## src/rtl/bcd_counter_n_pkg.sv

```systemverilog
// Shared definitions for the multi-digit radix-N counter.
// Optional feature macro: COUNTER_SATURATE_EN (see bcd_counter_n.sv).
package bcd_counter_n_pkg;

  localparam int DIGIT_W    = 4;
  localparam int DIGITS_MIN = 1;
  localparam int DIGITS_MAX = 8;
  localparam int RADIX_MIN  = 2;
  localparam int RADIX_MAX  = 16;

  // Terminal count for a direction: all digits RADIX-1 counting up, all 0 counting down.
  // Returned at full 8-digit width; callers slice the digits they use.
  function automatic logic [DIGIT_W*DIGITS_MAX-1:0] terminal_value(input logic up,
                                                                    input int   digits,
                                                                    input int   radix);
    logic [DIGIT_W*DIGITS_MAX-1:0] v;
    v = '0;
    for (int i = 0; i < DIGITS_MAX; i++) begin
      if (i < digits && radix >= RADIX_MIN && radix <= RADIX_MAX && digits >= DIGITS_MIN) begin
        v[DIGIT_W*i +: DIGIT_W] = up ? DIGIT_W'(radix - 1) : '0;
      end
    end
    return v;
  endfunction

endpackage

```

## src/rtl/bcd_counter_n_digit.sv

```systemverilog
// One counter digit: 4-bit register with clamped load and up/down step.
// at_max_o / at_zero_o feed the carry/borrow look-ahead in the top.
module bcd_counter_n_digit
  import bcd_counter_n_pkg::*;
#(
  parameter int RADIX = 10
) (
  input  logic               clk,
  input  logic               reset,
  input  logic               load_i,
  input  logic [DIGIT_W-1:0] load_val_i,
  input  logic               step_i,
  input  logic               up_i,
  output logic [DIGIT_W-1:0] digit_d_o,
  output logic [DIGIT_W-1:0] digit_q_o,
  output logic               at_max_o,
  output logic               at_zero_o
);

  localparam logic [DIGIT_W-1:0] MAX = DIGIT_W'(RADIX - 1);

  logic [DIGIT_W-1:0] digit_q, digit_d;

  // Next digit value: load (clamped to the radix) wins over a step.
  always_comb begin
    digit_d = digit_q;
    if (load_i) begin
      digit_d = (load_val_i > MAX) ? MAX : load_val_i;
    end else if (step_i) begin
      if (up_i) digit_d = (digit_q == MAX) ? '0 : digit_q + 1'b1;
      else      digit_d = (digit_q == '0) ? MAX : digit_q - 1'b1;
    end
  end

  // Digit register, cleared asynchronously.
  always_ff @(posedge clk or negedge reset) begin
    if (!reset) digit_q <= '0;
    else        digit_q <= digit_d;
  end

  assign digit_d_o = digit_d;
  assign digit_q_o = digit_q;
  assign at_max_o  = (digit_q == MAX);
  assign at_zero_o = (digit_q == '0);

endmodule

```

## src/rtl/bcd_counter_n.sv

```systemverilog
// Parametrised multi-digit radix-N up/down counter with load, tc and wrap.
// Optional macro COUNTER_SATURATE_EN: hold at the terminal value instead of
// wrapping; wrap is then tied low.
module bcd_counter_n
  import bcd_counter_n_pkg::*;
#(
  parameter int DIGITS = 4,
  parameter int RADIX  = 10
) (
  input  logic                      clk,
  input  logic                      reset,
  input  logic                      en,
  input  logic                      up,
  input  logic                      load,
  input  logic [DIGIT_W*DIGITS-1:0] load_val,
  output logic [DIGIT_W*DIGITS-1:0] q,
  output logic                      tc,
  output logic                      wrap
);

  localparam logic [DIGIT_W*DIGITS_MAX-1:0] TERM_UP_FULL = terminal_value(1'b1, DIGITS, RADIX);
  localparam logic [DIGIT_W*DIGITS_MAX-1:0] TERM_DN_FULL = terminal_value(1'b0, DIGITS, RADIX);
  localparam logic [DIGIT_W*DIGITS-1:0]     TERM_UP      = TERM_UP_FULL[DIGIT_W*DIGITS-1:0];
  localparam logic [DIGIT_W*DIGITS-1:0]     TERM_DN      = TERM_DN_FULL[DIGIT_W*DIGITS-1:0];

  logic [DIGITS-1:0]         at_max, at_zero, step;
  logic [DIGIT_W*DIGITS-1:0] q_d;
  logic                      all_term, count_en;
  logic                      tc_q, tc_d, wrap_q, wrap_d;

  assign all_term = up ? (&at_max) : (&at_zero);

`ifdef COUNTER_SATURATE_EN
  assign count_en = en & ~all_term;
  assign wrap_d   = 1'b0;
`else
  assign count_en = en;
  assign wrap_d   = ~load & en & all_term;
`endif

  // Carry/borrow look-ahead: digit i steps when every lower digit is at its terminal.
  always_comb begin
    logic run;
    run  = count_en;
    step = '0;
    for (int i = 0; i < DIGITS; i++) begin
      step[i] = run;
      run     = run & (up ? at_max[i] : at_zero[i]);
    end
  end

  for (genvar g = 0; g < DIGITS; g++) begin : g_digit
    bcd_counter_n_digit #(.RADIX(RADIX)) u_digit (
      .clk        (clk),
      .reset      (reset),
      .load_i     (load),
      .load_val_i (load_val[DIGIT_W*g +: DIGIT_W]),
      .step_i     (step[g]),
      .up_i       (up),
      .digit_d_o  (q_d[DIGIT_W*g +: DIGIT_W]),
      .digit_q_o  (q[DIGIT_W*g +: DIGIT_W]),
      .at_max_o   (at_max[g]),
      .at_zero_o  (at_zero[g])
    );
  end

  // tc looks at the value being registered, so it lines up with q.
  assign tc_d = up ? (q_d == TERM_UP) : (q_d == TERM_DN);

  // Flag registers.
  always_ff @(posedge clk or negedge reset) begin
    if (!reset) begin
      tc_q   <= 1'b0;
      wrap_q <= 1'b0;
    end else begin
      tc_q   <= tc_d;
      wrap_q <= wrap_d;
    end
  end

  assign tc   = tc_q;
  assign wrap = wrap_q;

endmodule

```

## config.mk

```make
export PLATFORM = sky130hd
export DESIGN_NAME = bcd_counter_n
export DESIGN_NICKNAME = d
export VERILOG_FILES = /design/src/rtl/bcd_counter_n_pkg.sv /design/src/rtl/bcd_counter_n_digit.sv /design/src/rtl/bcd_counter_n.sv
export SDC_FILE = /design/constraint.sdc
export NUM_CORES = 1
export LEC_CHECK = 0
export ABC_CLOCK_PERIOD_IN_PS = 4400
export BUFFER_PORTS_ARGS = -buffer_cell sky130_fd_sc_hd__buf_2
export CORE_ASPECT_RATIO = 0.7
export CORE_MARGIN = 2
export CORE_UTILIZATION = 55
export CTS_CLUSTER_SIZE = 12
export DETAILED_ROUTE_END_ITERATION = 8
export PLACE_DENSITY = 0.81
export SYNTH_ARGS = -nofsm -noshare
export SYNTH_HDL_FRONTEND = slang
export SYNTH_SLANG_ARGS = --single-unit
```

## constraint.sdc

```tcl
create_clock -name clk -period 4.4 [get_ports clk]
set_clock_uncertainty 0.15 [all_clocks]
set_input_delay 1.1 -clock clk [delete_from_list [all_inputs] [get_ports clk]]
set_output_delay 1.1 -clock clk [all_outputs]
set_load 0.01 [all_outputs]
```

==> out/qor.txt <==
Clk Latency, worst-skew pair: 260 ps
Postcts setup bufs: 0
Pwr Total: 0.000550 W
CP Launch Point: up
Pwr dens: 279 nW/um2
Placed Area: 1910 um2
Number of I/O port buffers: 38
Critical path capture point type: register
Clk buf depth: 2
Iter 0 DRT Violations: 150
Metal2 WL: 1910 um
Post-synthesis async set-or-reset flop share: 100%
Hold Buf Count CTS: 0
Period utilisation layout: 83.4%
WS Path Type: in2reg
RR Startpoint: g_digit[0].u_digit.digit_q_o[0]$_DFF_PN0_
Post-CTS Resized: 0
Top cells by area, synth: dfrtp_1, nor2_1, o21ai_0
CTS root buf: clkbuf_8
Pleak: 0.845 nW
Clock share of power: 25.9%
Switch Pwr: 0.000209 W
Setup_tns: 0 ps
CORE AREA: 3110 um2
Power share of the sequential group: 40.2%
VDD IR max: 0.196 mV
Die height: 51.5 um
Floorplan row count: 17
Die ar.: 3700 um2
Starting density of the core: 57.0%
Tmin final: 3670 ps
H-tree level count: 1
Final count of pins violating max slew: 0
Hold Crit Class: in2async
Top sig layer: met4
Status: completed
Die width: 71.8 um
# Max-Cap Violations: 0
Final wirelength: 4660 um
Top cell type's share of synthesized area: 25.4%
GRT Overall Usage: 26.8%
Seq/Total Area, Yosys: 25.4%
Post-synth EDFFs: 0
Cts bufs inserted: 3
Largest net degree at the start of global routing: 35
Initial antenna violation count: 0
RSZ-0062 raised after global routing: no
Residual overflow from global routing: 0
Post-Syn Nets: 249
WP data required: 4410 ps
M1 wire length: 2220 um
Clk sinks: 18
Via count: 1,849
FF+latch count, synth: 18
Comb power frac: 33.9%
Slew @ Worst Pin: 559 ps
Drt wl/cell: 16.1 um
ANT cells: 0
Internal: 0.000341 W
Max-Slew Margin vs Limit: 62.7%
DR DRC count: 0
ANT nets after route: 0
Worst Setup Start Kind: input pin
Final Setup Violations: 0
Largest area contributor in the netlist: dfrtp_1
YS warnings: 0
Syn_area_per_cell: 7.87 um2
Synth cell types: 60
TritonCTS clock tree: yes
Fin nets: 276
Global-route wire length before repair: 7620 um
Wire length on met3: 512 um
Routability cong.: 0.915
Final hold violations: 0
CP arrival: 3680 ps
Crit-path max FO: 34
Clk slew on worst S/H paths: 70 ps
# fillers: 290
Fin util: 63.4%
Maximum clock rate: 272 MHz
Synth Flop Type: dfrtp_1
Vias in the first global route: 1,524
Share of layout cells above drive strength 1: 23.9%
Design area: 1970 um2
Top Ports: 39
Net Sw Frac: 38.0%
Post-synthesis cell count: 225
DPL Wire Length: 3460 um
Area Overhead vs Synth: 11.2%
Vias per cell: 6.40
DR pass1 iterations: 4
Synthesized cell area: 1770 um2
-- placed cells by master, fill, tap and decap left out, types with 2 or more instances in the layout --
cell | Yosys | routed
and3_1 | 4 | 4
o21ai_0 | 14 | 14
a31o_2 | 3 | 3
or2_2 | 4 | 4
nor2b_1 | 9 | 9
a2bb2oi_1 | 2 | 2
nor3_1 | 8 | 8
o22ai_1 | 5 | 5
xnor2_1 | 2 | 2
or3_1 | 4 | 4
o32ai_1 | 2 | 2
nor2_1 | 19 | 19
clkbuf_8 | 0 | 4
o211ai_1 | 5 | 5
inv_1 | 13 | 13
a211oi_1 | 4 | 4
nand4_1 | 5 | 5
ha_1 | 3 | 3
a221oi_1 | 2 | 2
xor2_1 | 3 | 3
o21a_1 | 4 | 4
a21o_1 | 2 | 2
nor4_1 | 4 | 4
o31ai_1 | 2 | 2
dfrtp_1 | 18 | 18
nand3_1 | 5 | 5
nand2_1 | 18 | 18
a21boi_0 | 2 | 2
o31a_1 | 2 | 2
buf_2 | 4 | 38
nand2b_1 | 2 | 2
or4_4 | 2 | 2
a21oi_1 | 10 | 10
o2111ai_1 | 2 | 2
-- metrics by stage --
step,setup WS (ps),hold WS (ps),cells
2_1_floorplan,936,518,225
3_3_place_gp,541,574,285
3_5_place_dp,476,584,285
4_1_cts,756,612,289
5_1_grt,588,636,289
6_report,728,611,289
-- state kept, by name, indices dropped and copies added (netlist names) --
| register | flops |
|---|---|
| g_digit.u_digit.digit_q_o | 16 |
| wrap | 1 |
| tc | 1 |
-- power groups by stage --
stage | clock, W | combinational [W] | sequential [W]
after CTS | 0.000146 | 0.000184 | 0.000220
after floorplan | 0 | 0.000146 | 0.000206
after global routing | 0.000152 | 0.000207 | 0.000225
after detailed placement | 0 | 0.000183 | 0.000223
final | 0.000143 | 0.000186 | 0.000221
after global placement | 0 | 0.000182 | 0.000222
-- kinds of logic (layout without fill, tap and decap cells) --
| logic type | Yosys count | count (layout) | share of synthesized area, % |
|---|---|---|---|
| AND/OR/NAND/NOR | 93 | 93 | 28.8 |
| AO/OA/AOI/OAI | 76 | 76 | 32.6 |
| buffers and inverters | 30 | 56 | 8.55 |
| flip-flops | 18 | 18 | 25.4 |
| XOR/XNOR | 5 | 5 | 2.47 |
| adder cells (fa/ha/maj) | 3 | 3 | 2.12 |
-- worst max-delay path, cell delays in order --
cell and delay [ps]:
buf_2 280, nor3b_1 490, o21a_1 240, and3_2 190
o31ai_1 80, or4_1 560, or3_1 370, a2111oi_2 340
-- layer usage --
layer  track usage, %  up-vias
met4             5.35        0
met1             41.1      855
met2             38.4       94
met5                0        -
met3             5.52        5
li1                 -      895
-- cell type report --
cell class / count / area (um2) / area share [%]
clock buffer: 4 / 55.1 / 2.80
tap: 38 / 47.5 / 2.42
inverter: 13 / 48.8 / 2.48
timing repair buffer: 39 / 198 / 10.0
multi-input combinational: 177 / 1170 / 59.4
sequential: 18 / 450 / 22.9
-- cells in the mapped netlist (3+ instances only) --
cell / count
nor2_1: 19
o22ai_1: 5
nand4_1: 5
nor3_1: 8
buf_4: 5
dfrtp_1: 18
clkbuf_1: 6
nor2b_1: 9
or3_1: 4
a21oi_1: 10
nand2_1: 18
nand3_1: 5
o21a_1: 4
xor2_1: 3
o211ai_1: 5
nor4_1: 4
or2_2: 4
ha_1: 3
a31o_2: 3
o21ai_0: 14
buf_2: 4
and3_1: 4
a211oi_1: 4
inv_1: 13
-- worst paths after layout --
check                                                            endpoint  slack, ps  depth (start not counted)
worst max-delay path                                         tc$_DFF_PN0_        730                          8
worst min-delay path            g_digit[1].u_digit.digit_q_o[2]$_DFF_PN0_        610                          1
worst max register to register                               tc$_DFF_PN0_        850                          9
worst min register to register                             wrap$_DFF_PN0_        620                          2
max in group asynchronous       g_digit[0].u_digit.digit_q_o[1]$_DFF_PN0_       3190                          1
min in group clk                                           wrap$_DFF_PN0_        620                          2
Note: power is estimated with default switching activity, not from simulation.
